--- src/rtl/seq_det_ctrl.sv ---
// One-shot, abortable sequence detector: scans SEQ_W-PAT_W+1 overlapping windows MSB-first, one per clock.
// Optional per-window match mask is built when SEQ_DET_POS_MASK_EN is defined; otherwise match_pos is tied to 0.
//
// state | meaning
// IDLE  | waiting for start; count/match_pos hold the last completed result
// SCAN  | comparing window idx of seq_r against pat_r, accumulating matches
// DONE  | done pulse; count/match_pos were loaded on entry
module seq_det_ctrl #(
  parameter int SEQ_W = 8,
  parameter int PAT_W = 3,
  parameter int CNT_W = 4
) (
  input  logic                   clk,
  input  logic                   rst,
  input  logic                   start,
  input  logic                   abort,
  input  logic [SEQ_W-1:0]       seq,
  input  logic [PAT_W-1:0]       pattern,
  output logic                   busy,
  output logic                   done,
  output logic [CNT_W-1:0]       count,
  output logic [SEQ_W-PAT_W:0]   match_pos
);

  localparam int WIN   = SEQ_W - PAT_W + 1;
  localparam int IDX_W = (WIN > 1) ? $clog2(WIN) : 1;
  localparam logic [IDX_W-1:0] LAST_IDX = IDX_W'(WIN - 1);

  typedef enum logic [1:0] {IDLE, SCAN, DONE} state_t;

  state_t            state;
  logic [SEQ_W-1:0]  seq_r;
  logic [PAT_W-1:0]  pat_r;
  logic [IDX_W-1:0]  idx;
  logic [CNT_W-1:0]  acc;
  logic [CNT_W-1:0]  acc_nxt;
  logic [SEQ_W-1:0]  seq_sh;
  logic [PAT_W-1:0]  win;
  logic              hit;

  // Shifting left by idx brings window idx to the top of the word.
  always_comb begin
    seq_sh  = seq_r << idx;
    win     = seq_sh[SEQ_W-1 -: PAT_W];
    hit     = (win == pat_r);
    acc_nxt = acc + CNT_W'(hit);
  end

`ifdef SEQ_DET_POS_MASK_EN
  logic [WIN-1:0] pos_r;
  logic [WIN-1:0] pos_nxt;

  always_comb begin
    pos_nxt = pos_r;
    if (hit) pos_nxt[idx] = 1'b1;
  end
`else
  assign match_pos = '0;
`endif

  always_ff @(posedge clk or posedge rst) begin
    if (rst) begin
      state <= IDLE;
      seq_r <= '0;
      pat_r <= '0;
      idx   <= '0;
      acc   <= '0;
      busy  <= 1'b0;
      done  <= 1'b0;
      count <= '0;
`ifdef SEQ_DET_POS_MASK_EN
      pos_r     <= '0;
      match_pos <= '0;
`endif
    end else begin
      case (state)
        IDLE: begin
          done <= 1'b0;
          if (start && !abort) begin
            seq_r <= seq;
            pat_r <= pattern;
            idx   <= '0;
            acc   <= '0;
`ifdef SEQ_DET_POS_MASK_EN
            pos_r <= '0;
`endif
            busy  <= 1'b1;
            state <= SCAN;
          end
        end
        SCAN: begin
          if (abort) begin
            busy  <= 1'b0;
            state <= IDLE;
          end else begin
            acc <= acc_nxt;
`ifdef SEQ_DET_POS_MASK_EN
            pos_r <= pos_nxt;
`endif
            if (idx == LAST_IDX) begin
              count <= acc_nxt;
`ifdef SEQ_DET_POS_MASK_EN
              match_pos <= pos_nxt;
`endif
              done  <= 1'b1;
              state <= DONE;
            end else begin
              idx <= idx + 1'b1;
            end
          end
        end
        DONE: begin
          done  <= 1'b0;
          busy  <= 1'b0;
          state <= IDLE;
        end
        default: begin
          done  <= 1'b0;
          busy  <= 1'b0;
          state <= IDLE;
        end
      endcase
    end
  end

endmodule

--- config.mk ---
export PLATFORM = sky130hd
export DESIGN_NAME = seq_det_ctrl
export DESIGN_NICKNAME = d
export VERILOG_FILES = /design/src/rtl/seq_det_ctrl.sv
export SDC_FILE = /design/constraint.sdc
export NUM_CORES = 1
export LEC_CHECK = 0
export ABC_AREA = 0
export CORE_ASPECT_RATIO = 1.75
export CORE_MARGIN = 2
export CORE_UTILIZATION = 55
export CTS_CLUSTER_SIZE = 10
export DETAILED_ROUTE_END_ITERATION = 12
export GPL_ROUTABILITY_DRIVEN = 0
export GPL_TIMING_DRIVEN = 0
export PLACE_DENSITY = 0.9
export SETUP_SLACK_MARGIN = 0.1
export SLEW_MARGIN = 30
export SYNTH_ARGS = -nofsm -noshare
export SYNTH_HDL_FRONTEND = slang
export SYNTH_SLANG_ARGS = --single-unit
--- constraint.sdc ---
create_clock -name clk -period 5.2 [get_ports clk]
set_input_delay 0.78 -clock clk [delete_from_list [all_inputs] [get_ports clk]]
set_output_delay 0.78 -clock clk [all_outputs]
set_load 0.005 [all_outputs]
==> results.md <==
- Status: finished, final reports clean
- # hold bufs at CTS: 0
- Number of synthesized flops with an enable pin: 0
- Final WL: 2511 um
- Period utilization: 0.4665
- # Max-Cap Violations: 0
- Post-Syn Instances: 110
- Yosys warnings: 0
- Leakage: 0.7624 nW
- CP max stage delay: 490 ps
- Final hold vios: 0
- Clk_lat worst skew: 270 ps
- Mean Syn Cell Area: 12.81 um2
- Netlist cell types: 35
- Post-synth top area share: 0.4618
- Switching Fraction: 0.2971
- Min Clock Period, post-route: 2426 ps
- Layout cells sized above 1: 0.2158
- Layout area overhead: 21.76%
- Drc violations: 0
- Kind of cell adding the most delay to the critical path: multiplexers
- Worst Slack Setup Final: 2774 ps
- Count leader, synth: dfrtp_1
- Utilization after layout: 0.6966
- Initial DRC count: 7
- Classification of the worst setup path: reg2reg
- Hold Crit Class: reg2reg
- Core ar.: 0.002462 mm2
- Worst Setup Slack post-DPL: 2626 ps
- Dpl hpwl: 1936 um
- GRT Total Usage: 0.1854
- IO buf count: 20
- Cell taking the most area after synthesis: dfrtp_1
- TritonCTS clock tree: built
- Pint: 0.0004444 W
- Top cells by area, synth: dfrtp_1 46%, mux2_1 7.2%, mux4_2 6.4%
- Vias/cell: 5.564
- Worst Tran Pin Value: 530.8 ps
- CTS Buf Count: 3
- Sequential-to-total area share from yosys stat: 0.4618
- Vias in the first global route: 1009
- Part of the power in the clock network: 0.206
- Fin nets: 159
- IO Count: 27
- FFs w/ async S/R, synth: 1.000
- Clock buffer depth: 2
- Final Setup Violations: 0
- Power Total: 0.0006322 W
- Worst Skew: 1.476 ps
- Primary FF master, synth: dfrtp_1
- Die width: 42.26 um
- Final count of pins violating max slew: 0
- Pwr Density: 368.6 mW/mm2
- Largest net degree at the start of global routing: 27
- Worst-path fanout max: 9
- Crit-path slowest cell: mux4_2
- First-pass GRT wire length: 4298 um
- Clk slew on worst S/H paths: 90 ps
- Post-synthesis register bit count: 26
- CP Launch Type: flip-flop
- Setup TNS: 0 ps
- Remaining Overflow, GRT: 0
- Post-CTS setup repair buffer count: 0
- WP buf/inv: 1
- PostCTS Resize Cnt: 0
- Commonest cells post-synth: 26 x dfrtp_1, 9 x mux2_1, 7 x inv_1
- Mapped cell area: 0.001409 mm2
- CP Capture Type: flip-flop
- Die Span Y: 70.95 um
- Max-Slew Margin vs Limit: 0.6456
- Crit path DAT: 2590 ps
- Antenna viol nets, final: 0
- Combinational power share: 0.353
- Row Count: 24
- Filler cells: 183
- H-Tree Depth: 1
- Diode count: 0
- Routed wire length per instance: 15.22 um
- P_sw: 0.0001879 W
- Clock sinks: 26
- Worst IR Drop VDD: 259.1 uV
- CP Cell Sequence: buf_2 > nand2b_1 > mux4_2 > xnor2_1 > nor3_2 > ha_1 > ha_1 > nand4_1 > o21ai_0 > a22o_1
- CP required: 5370 ps
- Die area: 0.002998 mm2
- CTS Root Buffer Type: clkbuf_8
- Initial Util: 0.5722
- Vias: 918
- CP most frequent cell: ha_1
- Initial antenna violation count: 0
- Max Fclk: 0.4122 GHz
- RSZ-0062 raised after global routing: false
- Flop pwr share: 0.441
- First-pass DRT Iterations: 4
-- cells by family after synthesis --
kind of cell,after synthesis,share of synthesized area
compound gates,14,0.07371
xor+xnor,5,0.03108
fa+ha+maj,4,0.03553
buf+inv,17,0.07371
flops,26,0.4618
mux,24,0.2238
other cells,1,0.002662
simple gates,19,0.09770
-- per-layer routing --
metal	track usage	share of wire	up-vias
li1	-	-	437
met1	0.2089	0.36	447
met2	0.3282	0.58	25
met3	0.02041	0.026	9
met4	0.1076	0.035	0
met5	0	0	-
-- power by group through the flow --
stage,logic (W),clock network (W),registers [W]
4_1_cts,0.000228,0.000133,0.000279
2_1_floorplan,0.000167,0,0.000273
3_5_place_dp,0.000224,0,0.000283
3_3_place_gp,0.000213,0,0.000279
5_1_grt,0.000247,0.000138,0.000284
6_report,0.000223,0.000130,0.000279
-- path summary, 6_finish.rpt --
kind | start | slack [ps] | end | cells past startpoint
max | idx[1] | 2770 | acc[2] | 10
min | acc[3] | 510 | acc[3] | 1
max reg2reg | idx[1] | 2770 | acc[2] | 10
min reg2reg | acc[3] | 510 | acc[3] | 1
max in group asynchronous | rst | 3980 | done | 2
min in group asynchronous | rst | 870 | pat_r[2] | 2
-- placed cells by master (no fill, tap or decap), drive strengths merged, types with 2 or more instances in the layout --
master	instances
dfrtp	26
xnor2	4
mux2i	6
mux2	14
ha	4
clkdlybuf4s50	20
inv	7
nand2b	2
nor3	3
a22o	3
buf	10
nor2	4
a21oi	5
nand4	2
nand2	2
clkbuf	4
o21ai	2
mux4	4
conb	6
-- state kept, by name, summed over array words and instances (netlist names) --
register,cells
busy,1
count,4
seq_r,8
acc,4
state,2
idx,3
pat_r,3
done,1
-- worst reg2reg max path, cell delays in order, from the launching register on --
cell      delay, ps
dfrtp_1         390
buf_2           190
nand2b_1        160
mux4_2          490
xnor2_1         200
nor3_2           70
ha_1            210
ha_1            240
nand4_1          90
o21ai_0          90
a22o_1          180
-- per-stage QoR --
stage                     hold WS, ps  instances  area (um2)
final                           506.1        165        1715
after global routing            515.5        165        1715
after CTS                       510.5        165        1715
after detailed placement        497.2        161        1660
after global placement          487.0        161        1660
after floorplan                 466.1        115        1428
-- final cells by class --
type,instances,area [um2],share of cell area
timing repair buffer,20,200.2,0.1167
inverter,7,26.28,0.01532
tap,26,32.53,0.01896
clock buffer,4,55.05,0.03209
sequential,26,650.6,0.3793
multi-input combinational,72,673.1,0.3924
buffer,10,77.57,0.04522
Note: power is estimated with default switching activity, not from simulation.
==> edit (config.mk and constraints unchanged) <==
Build with the macro `SEQ_DET_POS_MASK_EN` defined.
--- a/src/rtl/seq_det_ctrl.sv
+++ b/src/rtl/seq_det_ctrl.sv
@@ -5,6 +5,8 @@
 // IDLE  | waiting for start; count/match_pos hold the last completed result
 // SCAN  | comparing window idx of seq_r against pat_r, accumulating matches
 // DONE  | done pulse; count/match_pos were loaded on entry
+`define SEQ_DET_POS_MASK_EN
+
 module seq_det_ctrl #(
   parameter int SEQ_W = 8,
   parameter int PAT_W = 3,
Formal check against the unedited RTL: not equivalent (Yosys sat finds a counterexample within 10 cycles, from zero or initial values and one cycle with rst high).
==> edit against the unedited design <==
- synthesized cell count increased by 77%
- count of clock-buffer cells in the layout up 2
- cell area rose by 34%
- cell count is 65% higher
- power increased by 38%
- fmax fell by 14%
- worst setup slack lost 0.40 ns
- sequential cell count increased by 12
- hold slack got worse by 0.031 ns
- die area rose by 28%
- area after synthesis increased by 31%
- wire length grew 46%
- combinational power decreased by 9.4%
- sequential power rose by 29%
- largest cell class is now flip-flops and latches
==> edit: results (changes against the unedited design) <==
Result of the run - complete, no violations
Tightest hold margin - 0.475 ns (-0.0309 ns)
Placement-stage cell area - 2150 sq um (+30%)
Reg-to-reg startpoint - idx[2]$_DFFE_PP0P_
Kind of cell with the highest combined delay on the critical path - simple AND/OR/NAND/NOR gates
Routed wire length - 3670 microns (+46%)
Adder-cell share of the synthesized area - 0.0272 (-0.00833)
Sequential cell area share - 0.414 (+0.0347)
Maximum fanout along the worst path - 10 (+1)
Detail-routed net length per standard cell - 13.5 microns (-11%)
Count of placed standard cells including taps - 264 (+64%)
Logic depth of the worst register-to-register path - 13 (+3)
Top post-synthesis cells by count - sky130_fd_sc_hd__nand2_1, sky130_fd_sc_hd__dfrtp_1, sky130_fd_sc_hd__o21ai_0
Multi-Input Combinational - 141 (+96%)
Worst Tran Pin Value - 0.753 ns (+0.222 ns)
Share of the yosys chip area belonging to registers - 0.517 (+0.0548)
Crit path max-delay cell type - sky130_fd_sc_hd__or3_1
Ratio of cells with drive above 1 in the final layout - 0.0699 (-0.146)
Share of the synthesized netlist area taken by xor and xnor gates - 0.0238 (-0.00729)
Vias - 1498 (+63%)
Syn Area/Cell - 9.44 sq um (-26%)
Total area of multi-input combinational cells - 813 sq um (+21%)
Cell depth of the worst hold path - 2 (+1)
Largest registers - seq_r (8), match_pos (6), pos_r (6)
Number of CTS-inserted buffers - 5 (+2)
Number of sequential cells - 38 (+46%)
WP data arrival - 3.07 ns (+0.48 ns)
HPWL after detailed placement - 2690 microns (+39%)
Final-layout non-clock buffer area share - 0.137 (-0.0252)
Count of cell types in the netlist - 36 (+2.9%)
Share of cell area taken by muxes after synthesis - 0.0632 (-0.161)
Endpoint of the worst hold path - match_pos[2]$_DFFE_PP0P_
Total global-route track usage - 0.236 (+0.0506)
Clk cell area share - 0.0621 (+0.0300)
Count of input and output buffers - 26 (+30%)
Compound-Gate Fraction of Synth Area - 0.109 (+0.0357)
Clk_buf instances - 6 (+2)
Fraction of the core area covered by cells at the end of the flow - 0.723 (+0.0268)
Peak supply drop - 0.284 mV (+9.7%)
Part of the power in combinational logic - 0.231 (-0.122)
Clock H-tree levels - 2 (+1)
Clock insertion delay at the later pin of the skew report - 0.30 ns (+0.03 ns)
Clock skew - 0.00885 ns (+0.00738 ns)
Worst min-delay path startpoint - pos_r[2]$_DFFE_PP0P_
Worst reg-to-reg setup slack - 2.38 ns (-0.40 ns)
# fillers - 264 (+44%)
Number of nets in the final layout - 247 (+55%)
Top area cells in the synthesized netlist - sky130_fd_sc_hd__dfrtp_1, sky130_fd_sc_hd__nand2_1, sky130_fd_sc_hd__mux2i_1
First-pass GRT wire length - 6330 microns (+47%)
==> edit: changes by cell type in the layout (fill, tap and decap cells not counted), moves of 7 or more <==
| cell | unedited run | this run |
|---|---|---|
| sky130_fd_sc_hd__nand2_1 | 2 | 65 |
| sky130_fd_sc_hd__mux2_1 | 9 | 0 |
| sky130_fd_sc_hd__clkbuf_1 | 0 | 7 |
| sky130_fd_sc_hd__dfrtp_1 | 26 | 38 |
| sky130_fd_sc_hd__o21ai_0 | 1 | 11 |
==> edit: layer usage <==
layer	global-route usage	wire length, microns	vias to the layer above
met2	0.408	2060	35
met1	0.238	1370	716
met5	0	0	-
met3	0.0674	133	9
li1	-	-	738
met4	0.122	102	0
==> edit: logic make-up (layout without fill, tap and decap cells) <==
family / count (synthesis) / count (layout)
simple gates: 92 / 92
flops: 38 / 38
compound gates: 31 / 31
buf+inv: 16 / 50
mux: 9 / 9
xor+xnor: 5 / 5
fa+ha+maj: 4 / 4
